$ cat src/rtl/intersection_scheduler_if.sv
// Request inputs and lamp/status outputs of the intersection scheduler.
// Lamp vectors are [0:2] with index 0 = R, 1 = G, 2 = Y.
interface intersection_scheduler_if;
  logic       side_req;
  logic       ped_req;
  logic [0:2] main_light;
  logic [0:2] side_light;
  logic       walk;
  logic [2:0] phase;
  logic       ped_pending;

  modport master (
    output side_req, ped_req,
    input  main_light, side_light, walk, phase, ped_pending
  );

  modport slave (
    input  side_req, ped_req,
    output main_light, side_light, walk, phase, ped_pending
  );
endinterface

$ cat src/rtl/intersection_scheduler.sv
// Demand-driven two-road intersection controller with a pedestrian walk phase.
// Main road rests in green; every phase is timed from one shared saturating counter.
module intersection_scheduler #(
  parameter int GREEN_MIN = 8,
  parameter int GREEN_MAX = 20,
  parameter int YELLOW_T  = 3,
  parameter int ALLRED_T  = 2,
  parameter int WALK_T    = 6,
  parameter int CW        = 8
) (
  input  logic                    clk,
  input  logic                    rst,
  intersection_scheduler_if.slave bus
);

  typedef enum logic [2:0] {
    MAIN_GREEN  = 3'd0,
    MAIN_YELLOW = 3'd1,
    ALL_RED_1   = 3'd2,
    SIDE_GREEN  = 3'd3,
    SIDE_YELLOW = 3'd4,
    ALL_RED_2   = 3'd5,
    WALK        = 3'd6
  } state_t;

  // Exit points: a phase of duration D leaves when the timer reads D-1.
  localparam logic [CW-1:0] GMIN_LAST  = CW'(GREEN_MIN - 1);
  localparam logic [CW-1:0] GMAX_LAST  = CW'(GREEN_MAX - 1);
  localparam logic [CW-1:0] YEL_LAST   = CW'(YELLOW_T - 1);
  localparam logic [CW-1:0] ARED_LAST  = CW'(ALLRED_T - 1);
  localparam logic [CW-1:0] WALK_LAST  = CW'(WALK_T - 1);

  state_t        state_reg, state_next;
  logic [CW-1:0] timer_reg;
  logic          ped_reg, ped_next;

  always_ff @(posedge clk) begin
    if (rst) begin
      state_reg <= MAIN_GREEN;
      timer_reg <= '0;
      ped_reg   <= 1'b0;
    end else begin
      state_reg <= state_next;
      ped_reg   <= ped_next;
      if (state_next != state_reg) begin
        timer_reg <= '0;
      end else if (timer_reg != '1) begin
        timer_reg <= timer_reg + 1'b1;
      end
    end
  end

  always_comb begin
    state_next = state_reg;
    case (state_reg)
      MAIN_GREEN: begin
        if (timer_reg >= GMIN_LAST && (bus.side_req || ped_reg)) begin
          state_next = MAIN_YELLOW;
        end
      end
      MAIN_YELLOW: begin
        if (timer_reg == YEL_LAST) state_next = ALL_RED_1;
      end
      ALL_RED_1: begin
        // Pedestrians win over the side road; vanished demand returns to main.
        if (timer_reg == ARED_LAST) begin
          if (ped_reg)           state_next = WALK;
          else if (bus.side_req) state_next = SIDE_GREEN;
          else                   state_next = MAIN_GREEN;
        end
      end
      SIDE_GREEN: begin
        if ((timer_reg >= GMIN_LAST && !bus.side_req) || timer_reg == GMAX_LAST) begin
          state_next = SIDE_YELLOW;
        end
      end
      SIDE_YELLOW: begin
        if (timer_reg == YEL_LAST) state_next = ALL_RED_2;
      end
      WALK: begin
        if (timer_reg == WALK_LAST) state_next = ALL_RED_2;
      end
      ALL_RED_2: begin
        if (timer_reg == ARED_LAST) state_next = MAIN_GREEN;
      end
      default: state_next = MAIN_GREEN;
    endcase
  end

  // The latch is cleared on entry to WALK and stays deaf for the whole phase.
  always_comb begin
    ped_next = ped_reg | bus.ped_req;
    if (state_next == WALK || state_reg == WALK) begin
      ped_next = 1'b0;
    end
  end

  always_comb begin
    bus.main_light = 3'b100;
    bus.side_light = 3'b100;
    bus.walk       = 1'b0;
    case (state_reg)
      MAIN_GREEN:  bus.main_light = 3'b010;
      MAIN_YELLOW: bus.main_light = 3'b001;
      SIDE_GREEN:  bus.side_light = 3'b010;
      SIDE_YELLOW: bus.side_light = 3'b001;
      WALK:        bus.walk       = 1'b1;
      default: ;
    endcase
  end

  assign bus.phase       = state_reg;
  assign bus.ped_pending = ped_reg;

endmodule
$ cat src/flat_wrapper.sv
// flat-port wrapper written by rule: the top's interface ports become plain ports
module intersection_scheduler_flat 
#(
  parameter int GREEN_MIN = 8,
  parameter int GREEN_MAX = 20,
  parameter int YELLOW_T  = 3,
  parameter int ALLRED_T  = 2,
  parameter int WALK_T    = 6,
  parameter int CW        = 8
)
  (clk, rst, bus_side_req, bus_ped_req, bus_main_light, bus_side_light, bus_walk, bus_phase, bus_ped_pending);
  intersection_scheduler_if bus_i ();
  input  logic clk;
  input  logic rst;
  input wire logic [$bits(bus_i.side_req)-1:0] bus_side_req;
  input wire logic [$bits(bus_i.ped_req)-1:0] bus_ped_req;
  output wire logic [$bits(bus_i.main_light)-1:0] bus_main_light;
  output wire logic [$bits(bus_i.side_light)-1:0] bus_side_light;
  output wire logic [$bits(bus_i.walk)-1:0] bus_walk;
  output wire logic [$bits(bus_i.phase)-1:0] bus_phase;
  output wire logic [$bits(bus_i.ped_pending)-1:0] bus_ped_pending;
  assign bus_i.side_req = bus_side_req;
  assign bus_i.ped_req = bus_ped_req;
  assign bus_main_light = bus_i.main_light;
  assign bus_side_light = bus_i.side_light;
  assign bus_walk = bus_i.walk;
  assign bus_phase = bus_i.phase;
  assign bus_ped_pending = bus_i.ped_pending;
  intersection_scheduler #(.GREEN_MIN(GREEN_MIN), .GREEN_MAX(GREEN_MAX), .YELLOW_T(YELLOW_T), .ALLRED_T(ALLRED_T), .WALK_T(WALK_T), .CW(CW)) u_core (.clk(clk), .rst(rst), .bus(bus_i));
endmodule
$ cat config.mk
export PLATFORM = sky130hd
export DESIGN_NAME = intersection_scheduler_flat
export DESIGN_NICKNAME = d
export VERILOG_FILES = /design/src/rtl/intersection_scheduler_if.sv /design/src/rtl/intersection_scheduler.sv /design/src/flat_wrapper.sv
export SDC_FILE = /design/constraint.sdc
export NUM_CORES = 1
export LEC_CHECK = 0
export ABC_AREA = 1
export ABC_CLOCK_PERIOD_IN_PS = 1900
export BUFFER_PORTS_ARGS = -buffer_cell sky130_fd_sc_hd__buf_2
export CAP_MARGIN = 5
export CORE_UTILIZATION = 50
export DETAILED_ROUTE_END_ITERATION = 6
export PLACE_DENSITY = 0.81
export SLEW_MARGIN = 20
export SYNTH_ARGS = -nofsm -noshare
export SYNTH_HDL_FRONTEND = slang
export SYNTH_SLANG_ARGS = --single-unit
$ cat constraint.sdc
create_clock -name clk -period 1.9 [get_ports clk]
set_clock_uncertainty 0.05 [all_clocks]
set_input_delay 0.38 -clock clk [delete_from_list [all_inputs] [get_ports clk]]
set_output_delay 0.38 -clock clk [all_outputs]
set_load 0.01 [all_outputs]
### Word level (Yosys, flattened, before mapping)

Index checks and enable logic that the tools add are counted.

| storage, ports and cells | value |
|---|---|
| flip-flop bits (word level) | 12 |
| bits of input ports | 4 |

| operators by class | value |
|---|---|
| add/sub/neg operators | 1 |
| order comparisons | 1 |
| equal/unequal tests | 13 |
| muxes and demuxes | 13 |
| bitwise logic cells | 1 |
| reductions and logical operators | 9 |

Operator list:

| operator | count |
|---|---|
| $mux W3 | 8 |
| $pmux W3 S7 | 1 |
| $eq A3 B3 Y1 const B | 4 |
| $pmux W3 S2 | 2 |
| $add A8 B1 Y8 const B | 1 |
| $eq A8 B1 Y1 const B | 1 |
| $eq A8 B2 Y1 const B | 1 |
| $eq A8 B3 Y1 const B | 1 |
| $eq A8 B5 Y1 const B | 1 |
| $ge A8 B3 Y1 const B | 1 |
| $ne A8 B8 Y1 const B | 1 |
| $eq A3 B2 Y1 const B | 2 |
| $reduce_or A2 Y1 | 2 |
| $eq A3 B1 Y1 const B | 1 |
| $logic_not A3 Y1 | 1 |
| $logic_or A1 B1 Y1 | 3 |
| $ne A3 B3 Y1 | 1 |
| $logic_and A1 B1 Y1 | 2 |
| $mux W2 | 1 |
| $logic_not A1 Y1 | 1 |
| $mux W1 | 1 |
| $or A1 B1 Y1 | 1 |

### Longest topological paths before layout

| depth | value |
|---|---|
| word-level depth | 8 |
| mapped depth | 13 |
| mapped depth without buffers | 13 |

### Worst setup path before layout

OpenSTA, ideal clock, no wires.

| timing | value |
|---|---|
| kind | reg2reg |
| start | register u_core.timer_reg[0] |
| end | register u_core.timer_reg[0] |
| library setup time | 65 ps |
| arrival | 1489 ps |
| data required time | 1785 ps |
| path slack | 296 ps |
| cell stages (with the launch flop) | 13 |
| period minus slack after synthesis | 1604 ps |
| cell sequence | dfxtp_1 > ha_1 > nand2_1 > nand2_1 > o21bai_2 > nand2_1 > nand2_1 > nand3_1 > nand2_1 > nand2_1 > nor2_1 > nand2_2 > nor2_1 |

| on the way | value |
|---|---|
| cells in the longest elaborated chain, start to end | 7 |
| elaborated cells between the ends (all ways) | 20 |
| classes of those cells | add/sub: 1; order compare: 1; eq/ne: 6; mux: 8; reduce/logical: 4 |

Ends and longest elaborated chain:

| what | RTL line | source |
|---|---|---|
| start: declaration | intersection_scheduler.sv:34 | `logic [CW-1:0] timer_reg;` |
| start signal: assignment | intersection_scheduler.sv:48 | `timer_reg <= timer_reg + 1'b1;` |
| $ge A8 B3 Y1 | intersection_scheduler.sv:57, intersection_scheduler.sv:73 |  |
| $logic_and A1 B1 Y1 | intersection_scheduler.sv:73 | `if ((timer_reg >= GMIN_LAST && !bus.side_req) \|\| timer_reg == GMAX_LAST) begin` |
| $logic_or A1 B1 Y1 | intersection_scheduler.sv:73 |  |
| $mux W3 | intersection_scheduler.sv:73 |  |
| $pmux W3 S7 | intersection_scheduler.sv:55 | `case (state_reg)` |
| $ne A3 B3 Y1 | intersection_scheduler.sv:45 | `if (state_next != state_reg) begin` |
| $reduce_or A2 Y1 (no line) | -- |  |

Parallel ways exist; a longest one is shown, timed or not.
A chain may end at the register's enable or synchronous reset.

### Final worst setup path

| timing | value |
|---|---|
| start | register u_core.timer_reg[1] |
| end | register u_core.timer_reg[0] |

Same word-level chain as after synthesis.

==> summary.md <==
| Metric | Value |
|---|---|
| Status | `complete, no violations` |
| Busiest layer in global routing | `met2` |
| Normalized max-slew margin | `around 79%` |
| Row count | `14` |
| GR Overflow Total | `0` |
| DR WL/cell | `around 12 um` |
| Largest family of logic cells by synthesized area | `simple AND/OR/NAND/NOR gates` |
| Synth Cell Area | `~850 sq um` |
| Die H | `~43 um` |
| Hold Fails Final Rpt | `0` |
| Met2 usage | `32.5%` |
| Post-DRT Antenna Nets | `0` |
| Mux contribution to synthesized area | `0%` |
| Most frequent cells in the layout | `nor2_1 (20), nand2_1 (19), buf_2 (14)` |
| Worst Path Required | `around 2.1 ns` |
| Worst Reg-to-Reg Cells | `12` |
| TritonRoute pass-1 iters | `4` |
| Detailed-route DRC error count | `0` |
| End of the critical path | `u_core.timer_reg[0]` |
| Post-synthesis compound-gate area fraction | `roughly 7.6%` |
| P&R area growth vs syn | `19.2%` |
| Syn avg cell area | `between 6 and 7 sq um` |
| CTS root buf | `clkbuf_4` |
| Adder-cell share of the synthesized area | `under 10%` |
| IO Pins | `15` |
| First-pass GRT wire length | `approximately 3100 um` |
| Pleak | `0.492 nW` |
| Most common cell after layout, fill and taps aside | `nor2_1` |
| Via count | `approximately 880` |
| Gr usage total | `between 20% and 30%` |
| Worst slew pin tran | `0.319 ns` |
| Crit. Startpoint | `u_core.timer_reg[1]` |
| WP buf/inv | `1` |
| Synth warn | `0` |
| Initial DRC Count | `32` |
| Met3 usage | `2.55%` |
| Max clock buf depth | `2` |
| Clk sinks | `12` |
| Delay of the slowest critical-path stage | `0.36 ns` |
| CTS tree | `built` |
| Syn Inst Count | `around 130` |
| Xor and xnor area share after synthesis | `5.14%` |
| Number of synthesized register bits | `12` |
| Max frequency | `571 MHz` |
| Critical path peak fanout | `8` |
| Final setup fails | `0` |
| Post-layout worst setup margin | `~0.15 ns` |
| Post-synthesis sequential area ratio | `between 20% and 30%` |
| Slew Limit Fails | `0` |
| GP Congestion | `around 0.91` |
| Total power | `about 0.00050 W` |
| Worst setup EP type | `flop` |
| Simple-gate share of the synthesized area | `roughly 47%` |
| P per Cell Area | `slightly below 500 nW/um^2` |
| R2r setup slk | `approximately 0.15 ns` |
| Reg-to-reg endpoint | `u_core.timer_reg[0]` |
| Final wirelength | `between 1500 and 2000 um` |
| CTS Buf Count | `3` |
| Setup WS pre-CTS | `between 0.09 and 0.1 ns` |
| CP Cell Sequence | `inv_1 > ha_1 > nand2_1 > nor2_4 > nor2_2 > nor2_2 > nand2_1 > nor2_4 > nor2_1 > nor2_2 > nand2_4 > nor2_1` |
| Period minus WS final | `1.75 ns` |
| Inserted Diodes | `0` |
| Worst path slowest cell | `dfxtp_4` |
| Max reg flops | `8` |
| HPWL Detailed | `approximately 1500 um` |
| Unrepaired setup endpoints after global routing | `no` |
| Reg clk slew, reported paths | `0.06 ns` |
| Initial Util | `55.3%` |
| Crit path kind | `reg2reg` |
| Max-Cap Viols | `0` |
| Initial antenna violation count | `0` |
| CP Launch Type | `flop` |
| Yosys cell types | `22` |
| Area of the core | `around 1500 sq um` |
| DIE AREA | `around 1900 sq um` |
| Hold Crit Class | `in2reg` |
| Via density per instance | `around 5.4` |
| Most used cell, CP | `nor2_2` |
| Htree depth | `1` |
| Crit path max-delay family | `simple AND/OR/NAND/NOR gates` |
| Layout cells sized above 1 | `a little over a third` |
| Vias in the first global route | `~740` |
| Final net count | `~160` |
| Final TNS setup | `0 ns` |
| Die span in x | `43.3 um` |
| Buffers on Ports | `14` |
| CP Depth | `12` |
| Critical Path AT | `around 1.9 ns` |
| Pin count of the biggest net entering global routing | `9` |
| Final period util | `a little over 90%` |
| Net Count, Synth | `between 100 and 150` |
| Worst-Skew Late Latency | `between 0.2 and 0.3 ns` |
| Peak supply drop | `a little over 0.0004 V` |
| R2r startpoint | `u_core.timer_reg[1]` |
| Fin util | `approximately 66%` |
| Met1 usage | `a little under a third` |
[through the flow]
stage	cells	cell area (sq um)	hold WS, ns
after floorplan	129	852	0.399
after global placement	159	942	0.530
after detailed placement	159	942	0.553
after CTS	162	965	0.291
after global routing	163	1020	0.311
final	163	1020	0.310
[what timing repair did]
action / CTS / global route
resized for setup: 0 / 15
buffers inserted: 0 / 1
setup endpoints to repair: 0 / 8
hold buffers: 0 / 0
[worst min-delay path by stage]
stage / start / endpoint / slack [ns] / cells after the start
after global routing: rst / u_core.bus.phase[0] / 0.31 / 2
after detailed placement: u_core.timer_reg[5] / u_core.timer_reg[5] / 0.55 / 2
final: rst / u_core.bus.phase[1] / 0.31 / 2
after global placement: u_core.timer_reg[7] / u_core.timer_reg[6] / 0.53 / 2
after floorplan: rst / u_core.bus.phase[1] / 0.40 / 1
after CTS: rst / u_core.bus.phase[1] / 0.29 / 2
[cell type report]
class                           count  area [sq um]
Multi-Input combinational cell    100           586
Fill cell                         134           526
Sequential cell                    12           246
Timing Repair Buffer               15          77.6
Inverter                           17          63.8
Clock buffer                        3          22.5
Tap cell                           16          20.0
[power breakdown]
| group | leakage, nW | total, W | internal [W] | switching, W |
|---|---|---|---|---|
| Combinational | 0.380 | 0.0000750 | 0.0000291 | 0.0000459 |
| Clock | 0.0138 | 0.000146 | 0.0000733 | 0.0000724 |
| Sequential | 0.0989 | 0.000276 | 0.000263 | 0.0000129 |
[cells in the mapped netlist, drive strengths merged]
| master | n | share of area, % |
|---|---|---|
| nor2 | 37 | 22 |
| nand2 | 24 | 12 |
| inv | 17 | 7.5 |
| dfxtp | 12 | 28 |
| nand3 | 8 | 4.7 |
| nor3 | 7 | 4.7 |
| xor2 | 5 | 5.1 |
| a21oi | 4 | 2.3 |
| nand4 | 4 | 2.9 |
| o21ai | 4 | 2.3 |
| ha | 3 | 4.4 |
| a21boi | 1 | 0.88 |
| a31oi | 1 | 0.73 |
| nand3b | 1 | 0.88 |
| o21bai | 1 | 1.3 |
[logic make-up (layout without fill, tap and decap cells)]
kind of cell | Yosys count | in the layout
buf+inv | 17 | 35
simple gates | 81 | 81
fa+ha+maj | 3 | 3
compound gates | 11 | 11
xor+xnor | 5 | 5
flops | 12 | 12
[layer usage]
layer | routed length [um] | vias to the layer above | part of all wire (%)
met5 | 0 | - | 0
met4 | 26 | 0 | 1.4
met3 | 83 | 2 | 4.4
met2 | 846 | 21 | 45
met1 | 921 | 408 | 49
li1 | - | 450 | -
Note: power is estimated with default switching activity, not from simulation.
